File: src/rtl/seg7_pkg.sv
// Shared 7-segment definitions: active-low glyphs (bit order dp,g,f,e,d,c,b,a) and scroll modes.
package seg7_pkg;

    localparam logic [7:0] GLYPH_BLANK = 8'hFF;
    localparam logic [7:0] GLYPH_H     = 8'h89;
    localparam logic [7:0] GLYPH_E     = 8'h86;
    localparam logic [7:0] GLYPH_L     = 8'hC7;
    localparam logic [7:0] GLYPH_O     = 8'hC0;
    localparam logic [7:0] GLYPH_W     = 8'hC1;
    localparam logic [7:0] GLYPH_R     = 8'hAF;
    localparam logic [7:0] GLYPH_D     = 8'hA1;

    localparam logic [1:0] MODE_WRAP    = 2'd0;
    localparam logic [1:0] MODE_BOUNCE  = 2'd1;
    localparam logic [1:0] MODE_ONESHOT = 2'd2;

    // Hex digit 0-F to active-low glyph
    function automatic logic [7:0] hex_glyph(input logic [3:0] v);
        logic [7:0] g;
        case (v)
            4'h0: g = 8'hC0;  4'h1: g = 8'hF9;  4'h2: g = 8'hA4;  4'h3: g = 8'hB0;
            4'h4: g = 8'h99;  4'h5: g = 8'h92;  4'h6: g = 8'h82;  4'h7: g = 8'hF8;
            4'h8: g = 8'h80;  4'h9: g = 8'h90;  4'hA: g = 8'h88;  4'hB: g = 8'h83;
            4'hC: g = 8'hC6;  4'hD: g = 8'hA1;  4'hE: g = 8'h86;  default: g = 8'h8E;
        endcase
        return g;
    endfunction

endpackage

File: src/rtl/hex_msg_scroller_if.sv
// Control/write/display bundle between board control logic and the message scroller.
interface hex_msg_scroller_if #(
    parameter int unsigned NUM_DIGITS = 6,
    parameter int unsigned MSG_DEPTH  = 32
);
    localparam int unsigned AW = $clog2(MSG_DEPTH);

    logic                    wr_en;
    logic [AW-1:0]           wr_addr;
    logic [7:0]              wr_data;
    logic                    load;
    logic [AW:0]             len_in;
    logic [1:0]              mode;
    logic                    dir;
    logic                    pause;
    logic [NUM_DIGITS*8-1:0] hex_out;
    logic [AW-1:0]           index_out;
    logic                    done;

    modport master (
        output wr_en, wr_addr, wr_data, load, len_in, mode, dir, pause,
        input  hex_out, index_out, done
    );

    modport slave (
        input  wr_en, wr_addr, wr_data, load, len_in, mode, dir, pause,
        output hex_out, index_out, done
    );
endinterface

File: src/rtl/hex_msg_scroller_tick_gen.sv
// Free-running divider producing a one-cycle tick every DIV clocks (DIV >= 2).
module tick_gen #(
    parameter int unsigned DIV = 25_000_000
) (
    input  logic clk,
    input  logic rst,
    output logic tick
);
    localparam int unsigned CW = (DIV > 2) ? $clog2(DIV) : 1;

    logic [CW-1:0] cnt_q;
    logic [CW-1:0] cnt_nx_c;

    assign cnt_nx_c = (cnt_q == CW'(DIV - 1)) ? '0 : cnt_q + CW'(1);

    // tick is registered so it is high exactly while the counter holds DIV-1
    always_ff @(posedge clk or posedge rst) begin
        if (rst) begin
            cnt_q <= '0;
            tick  <= 1'b0;
        end else begin
            cnt_q <= cnt_nx_c;
            tick  <= (cnt_nx_c == CW'(DIV - 1));
        end
    end
endmodule

File: src/rtl/hex_msg_scroller.sv
// Writable glyph buffer scrolled across NUM_DIGITS active-low 7-seg digits (wrap/bounce/one-shot).
module hex_msg_scroller
    import seg7_pkg::*;
#(
    parameter int unsigned NUM_DIGITS = 6,
    parameter int unsigned MSG_DEPTH  = 32,
    parameter int unsigned TICK_DIV   = 25_000_000,
    parameter logic [7:0]  BLANK      = GLYPH_BLANK
) (
    input  logic            MAX10_CLK1_50,
    input  logic            reset,
    hex_msg_scroller_if.slave bus
);
    localparam int unsigned AW = $clog2(MSG_DEPTH);
    localparam int unsigned LW = AW + 1;
    localparam int unsigned HW = NUM_DIGITS * 8;

    localparam logic [0:0] ST_SCROLL = 1'b0;
    localparam logic [0:0] ST_HALTED = 1'b1;

    logic          tick;
    logic [7:0]    msg_buf [MSG_DEPTH];

    logic [0:0]    state_q, state_d;
    logic [AW-1:0] idx_q, idx_d;
    logic [LW-1:0] len_q, len_d;
    logic [1:0]    mode_q, mode_d;
    logic          bdir_q, bdir_d;
    logic          done_q, done_d;
    logic [HW-1:0] hex_q, hex_d;

    logic [LW-1:0] len_clamp_c;
    logic [AW-1:0] last_c;

    tick_gen #(.DIV(TICK_DIV)) u_tick (
        .clk  (MAX10_CLK1_50),
        .rst  (reset),
        .tick (tick)
    );

    // Buffer is intentionally not reset; out-of-range addresses are dropped
    always_ff @(posedge MAX10_CLK1_50) begin
        if (bus.wr_en && (LW'(bus.wr_addr) < LW'(MSG_DEPTH)))
            msg_buf[bus.wr_addr] <= bus.wr_data;
    end

    assign len_clamp_c = (bus.len_in > LW'(MSG_DEPTH)) ? LW'(MSG_DEPTH) : bus.len_in;
    assign last_c      = (len_q == '0) ? '0 : AW'(len_q - LW'(1));

    always_ff @(posedge MAX10_CLK1_50 or posedge reset) begin
        if (reset) begin
            state_q <= ST_SCROLL;
            idx_q   <= '0;
            len_q   <= '0;
            mode_q  <= MODE_WRAP;
            bdir_q  <= 1'b0;
            done_q  <= 1'b0;
            hex_q   <= {NUM_DIGITS{BLANK}};
        end else begin
            state_q <= state_d;
            idx_q   <= idx_d;
            len_q   <= len_d;
            mode_q  <= mode_d;
            bdir_q  <= bdir_d;
            done_q  <= done_d;
            hex_q   <= hex_d;
        end
    end

    // Index FSM: load wins over tick; one-shot halts the cycle after reaching its terminal index
    always_comb begin
        state_d = state_q;
        idx_d   = idx_q;
        len_d   = len_q;
        mode_d  = mode_q;
        bdir_d  = bdir_q;
        done_d  = 1'b0;
        if (bus.load) begin
            len_d   = len_clamp_c;
            mode_d  = bus.mode;
            bdir_d  = bus.dir;
            idx_d   = (bus.dir && len_clamp_c != '0) ? AW'(len_clamp_c - LW'(1)) : '0;
            state_d = ST_SCROLL;
        end else begin
            case (state_q)
                ST_SCROLL: begin
                    if (mode_q == MODE_ONESHOT && len_q != '0 &&
                        idx_q == (bus.dir ? '0 : last_c)) begin
                        state_d = ST_HALTED;
                        done_d  = 1'b1;
                    end else if (tick && !bus.pause && len_q != '0) begin
                        if (mode_q == MODE_BOUNCE) begin
                            if (len_q == LW'(1)) begin
                                idx_d = '0;
                            end else if (!bdir_q) begin
                                if (idx_q == last_c) begin
                                    bdir_d = 1'b1;
                                    idx_d  = idx_q - AW'(1);
                                end else begin
                                    idx_d  = idx_q + AW'(1);
                                end
                            end else begin
                                if (idx_q == '0) begin
                                    bdir_d = 1'b0;
                                    idx_d  = idx_q + AW'(1);
                                end else begin
                                    idx_d  = idx_q - AW'(1);
                                end
                            end
                        end else if (bus.dir) begin
                            idx_d = (idx_q == '0) ? last_c : idx_q - AW'(1);
                        end else begin
                            idx_d = (idx_q == last_c) ? '0 : idx_q + AW'(1);
                        end
                    end
                end
                ST_HALTED: ;
                default: state_d = ST_SCROLL;
            endcase
        end
    end

    // Digit k shows buf[index-k] while that offset lies inside the message
    always_comb begin
        hex_d = {NUM_DIGITS{BLANK}};
        for (int k = 0; k < NUM_DIGITS; k++) begin
            if (int'(idx_q) >= k && (int'(idx_q) - k) < int'(len_q))
                hex_d[8*k +: 8] = msg_buf[AW'(int'(idx_q) - k)];
        end
    end

    assign bus.hex_out   = hex_q;
    assign bus.index_out = idx_q;
    assign bus.done      = done_q;
endmodule
File: src/flat_wrapper.sv
// flat-port wrapper written by rule: the top's interface ports become plain ports
module hex_msg_scroller_flat import seg7_pkg::*;
#(
    parameter int unsigned NUM_DIGITS = 6,
    parameter int unsigned MSG_DEPTH  = 32,
    parameter int unsigned TICK_DIV   = 25_000_000,
    parameter logic [7:0]  BLANK      = GLYPH_BLANK
)
  (MAX10_CLK1_50, reset, bus_wr_en, bus_wr_addr, bus_wr_data, bus_load, bus_len_in, bus_mode, bus_dir, bus_pause, bus_hex_out, bus_index_out, bus_done);
  hex_msg_scroller_if #(.NUM_DIGITS(NUM_DIGITS), .MSG_DEPTH(MSG_DEPTH)) bus_i ();
  input  logic MAX10_CLK1_50;
  input  logic reset;
  input wire logic [$bits(bus_i.wr_en)-1:0] bus_wr_en;
  input wire logic [$bits(bus_i.wr_addr)-1:0] bus_wr_addr;
  input wire logic [$bits(bus_i.wr_data)-1:0] bus_wr_data;
  input wire logic [$bits(bus_i.load)-1:0] bus_load;
  input wire logic [$bits(bus_i.len_in)-1:0] bus_len_in;
  input wire logic [$bits(bus_i.mode)-1:0] bus_mode;
  input wire logic [$bits(bus_i.dir)-1:0] bus_dir;
  input wire logic [$bits(bus_i.pause)-1:0] bus_pause;
  output wire logic [$bits(bus_i.hex_out)-1:0] bus_hex_out;
  output wire logic [$bits(bus_i.index_out)-1:0] bus_index_out;
  output wire logic [$bits(bus_i.done)-1:0] bus_done;
  assign bus_i.wr_en = bus_wr_en;
  assign bus_i.wr_addr = bus_wr_addr;
  assign bus_i.wr_data = bus_wr_data;
  assign bus_i.load = bus_load;
  assign bus_i.len_in = bus_len_in;
  assign bus_i.mode = bus_mode;
  assign bus_i.dir = bus_dir;
  assign bus_i.pause = bus_pause;
  assign bus_hex_out = bus_i.hex_out;
  assign bus_index_out = bus_i.index_out;
  assign bus_done = bus_i.done;
  hex_msg_scroller #(.NUM_DIGITS(NUM_DIGITS), .MSG_DEPTH(MSG_DEPTH), .TICK_DIV(TICK_DIV), .BLANK(BLANK)) u_core (.MAX10_CLK1_50(MAX10_CLK1_50), .reset(reset), .bus(bus_i));
endmodule
File: config.mk
export PLATFORM = sky130hd
export DESIGN_NAME = hex_msg_scroller_flat
export DESIGN_NICKNAME = d
export VERILOG_FILES = /design/src/rtl/seg7_pkg.sv /design/src/rtl/hex_msg_scroller_if.sv /design/src/rtl/hex_msg_scroller_tick_gen.sv /design/src/rtl/hex_msg_scroller.sv /design/src/flat_wrapper.sv
export SDC_FILE = /design/constraint.sdc
export NUM_CORES = 1
export LEC_CHECK = 0
export BUFFER_PORTS_ARGS = -buffer_cell sky130_fd_sc_hd__buf_2
export CAP_MARGIN = 0
export CORE_ASPECT_RATIO = 1.1
export CORE_MARGIN = 5
export CORE_UTILIZATION = 63
export CTS_CLUSTER_DIAMETER = 40
export DETAILED_ROUTE_END_ITERATION = 8
export HOLD_SLACK_MARGIN = 0.08
export PLACE_DENSITY = 0.79
export SYNTH_ARGS = -nofsm -noshare
export SYNTH_HDL_FRONTEND = slang
export SYNTH_SLANG_ARGS = --single-unit
File: constraint.sdc
create_clock -name MAX10_CLK1_50 -period 4.3 [get_ports MAX10_CLK1_50]
set_input_delay 0.43 -clock MAX10_CLK1_50 [delete_from_list [all_inputs] [get_ports MAX10_CLK1_50]]
set_output_delay 0.43 -clock MAX10_CLK1_50 [all_outputs]
set_load 0.01 [all_outputs]
==> qor.txt <==
Synth top cells by count: mux4_2, edfxtp_1, nand2_1
crit-path max FO: 12
post-cts resize count: 0
I/O Pins: 81
clock transition at the registers of the reported paths: 0.05 ns
first-pass GRT wire length: 97100 microns
compound-gate portion of the synthesized area: 0.0291
ranking of synthesized cells by area: mux4_2, edfxtp_1, dfstp_2
synth warn: 0
Clock Skew: 0.0240 ns
row count: 71
RSZ-0062 raised after global routing: false
Flop pwr share: 0.292
DR WL/cell: 34.2 microns
share of layout cells above drive strength 1: 0.443
CTS Root Cell: clkbuf_16
total leakage power: 8.45 nW
Synth Area in Adders: 0.0241
filler cell count: 2055
max frequency: 277 MHz
post-synthesis mux area share: 0.375
Syn Nets: 1412
die width: 187 microns
Setup CP Type: reg -> reg
vias in the first global route: 14600
Hold WC Path Type: in -> reg
Worst-Skew Late Latency: 0.57 ns
H-Tree Depth: 2
initial core utilization: 0.637
initial antenna violation count: 5
sw frac: 0.365
post-route setup TNS: 0 ns
Die Y: 205 microns
Worst Path Required: 4.73 ns
vias: 14900
Top FF cell, synth: edfxtp_1
final setup vio count: 0
peak supply drop: 0.000344 V
Syn Area/Cell: 16.2 sq um
1st-iter DRT viols: 2085
part of the cycle the worst path needs: 0.840
most common cell in the netlist: mux4_2
P&R area growth vs syn: 11.7%
total of max-cap violations: 0
clock sink total: 346
Initial DRT Pass Iterations: 6
internal power: 9.18 mW
biggest area consumer among synthesized cells: mux4_2
Slew Limit Headroom: 0.260
ys async rst share: 0.260
GRT Residual Overflow: 0
largest family of logic cells by synthesized area: multiplexers
worst-margin pin slew: 1.11 ns
Antenna Nets Post-Route: 0
die area: 38400 sq um
CP Data Arrival Time: 4.04 ns
CP endpoint kind: register
Logic pwr share: 0.441
FF-to-FF path depth: 10
hpwl dp: 43900 microns
Fin Hold WS: 0.136 ns
Port Buffers: 80
final WL: 65100 microns
fin area: 24300 sq um
Post-synth EDFFs: 256
worst hold path depth: 2
Seq cells post-synth: 346
post-synthesis xor/xnor area fraction: 0.0168
overall global routing resource usage: 0.345
DRC: 0
Worst setup SP type: register
clock network fraction of total power: 0.267
CTS tree: built
post-DR vias/cell: 7.84
largest net degree at the start of global routing: 139
Pins Over Slew Limit: 0
fin crit period: 3.61 ns
gpl congestion: 0.942
core area: 34200 sq um
R2R setup slack: 0.69 ns
Sw Pwr: 5.28 mW
Mapped Cells: 1343
Synth top area share: 0.364
sequential fraction of the synthesis area: 0.459
Final Hold Fails: 0
Post-Syn Area: 21800 sq um
power density over cell area: 594 nW/um^2
post-layout util: 0.712
Synth Area in Simple Gates: 0.0687
worst setup margin: 0.690 ns
TritonCTS Buffers: 46
status: finished, final reports clean
Post-Place Setup Slack: 0.782 ns
Cell variety after synth: 66
Nets: 1497
Longest Clk Path Bufs: 3
Post-DP Area: 22800 sq um
[path summary, 6_finish.rpt]
check	startpoint	endpoint
min reg2reg	u_core.state_q$_DFF_PP0_	u_core.bus.done$_DFF_PP0_
min in group asynchronous	reset	u_core.state_q$_DFF_PP0_
max	u_core.len_q[1]$_DFFE_PP0P_	u_core.bus.index_out[2]$_DFFE_PP0P_
max in group asynchronous	reset	u_core.u_tick.cnt_q[10]$_DFF_PP0_
min	bus_mode[1]	u_core.mode_q[1]$_DFFE_PP0P_
max reg2reg	u_core.len_q[1]$_DFFE_PP0P_	u_core.bus.index_out[2]$_DFFE_PP0P_
[area by class of cell]
class	count	area [sq um]	area share
Inverter	36	136	0.00560
Clock buffer	54	1220	0.0502
Clock inverter	30	324	0.0133
Timing Repair Buffer	130	828	0.0340
Tap cell	438	548	0.0225
Multi-Input combinational cell	868	11300	0.463
Antenna cell	1	2.50	0.000103
Sequential cell	346	10000	0.411
[registers in the layout, summed over array words and instances (netlist names)]
| register | cells |
|---|---|
| u_core.bdir_q | 1 |
| u_core.bus.done | 1 |
| u_core.bus.hex_out | 48 |
| u_core.bus.index_out | 5 |
| u_core.len_q | 6 |
| u_core.mode_q | 2 |
| u_core.msg_buf | 256 |
| u_core.state_q | 1 |
| u_core.u_tick.cnt_q | 25 |
| u_core.u_tick.tick | 1 |
[per-stage QoR]
| step | instances | power, mW |
|---|---|---|
| 6_report | 1903 | 14.5 |
| 5_1_grt | 1903 | 14.9 |
| 4_1_cts | 1902 | 14.3 |
| 3_5_place_dp | 1817 | 10.4 |
| 3_3_place_gp | 1817 | 10.3 |
| 2_1_floorplan | 1343 | 8.38 |
[what timing repair did]
| item | CTS | global route |
|---|---|---|
| buffers inserted | 0 | 0 |
| hold buffers | 1 | 0 |
| endpoints found under the hold margin | 15 | 0 |
[critical path, stage by stage (launching register included)]
cell      delay (ns)
dfrtp_1         0.39
inv_1           0.20
ha_1            0.25
nor3b_1         0.54
xnor2_1         0.19
a222oi_1        0.12
a21oi_1         0.42
o22ai_1         0.20
a21oi_1         0.74
o21ai_0         0.21
a22o_1          0.24
[kinds of logic (layout without fill, tap and decap cells)]
kind of cell,count (synthesis),count (layout)
adder cells (fa/ha/maj),42,42
AND/OR/NAND/NOR,312,312
multiplexers,376,376
XOR/XNOR,41,41
other,0,1
buffers and inverters,129,250
AO/OA/AOI/OAI,97,97
flip-flops,346,346
[power by group through the flow]
stage | registers [mW] | logic, mW | clock network [mW]
final | 4.23 | 6.38 | 3.86
after global routing | 4.24 | 6.65 | 4.06
after CTS | 4.22 | 6.21 | 3.88
after detailed placement | 4.27 | 6.14 | 0
after global placement | 4.27 | 6.04 | 0
after floorplan | 4.31 | 4.07 | 0
[per-layer routing]
layer / vias up / wire, microns / track usage
met5: - / 41 / 0
met4: 6 / 4570 / 0.184
met3: 302 / 9940 / 0.134
met2: 1398 / 29900 / 0.525
met1: 7440 / 20700 / 0.435
li1: 5781 / - / -
[cell usage in the layout, fill, tap and decap left out, types with 19 or more instances in the layout]
master     Yosys  final
a21oi_1       33     33
dfstp_2       48     48
ha_1          42     41
inv_1         30     29
edfxtp_1     256    256
buf_2         10     80
buf_4          0     45
nand3_1       45     45
clkbuf_16      0     47
mux4_2       352    352
nor2_1        74     66
dfrtp_1       42     40
nand2_1      107    107
nand3b_1      19     19
xnor2_1       25     21
o21ai_0       19     19
mux2i_1       19     19
Note: power is estimated with default switching activity, not from simulation.
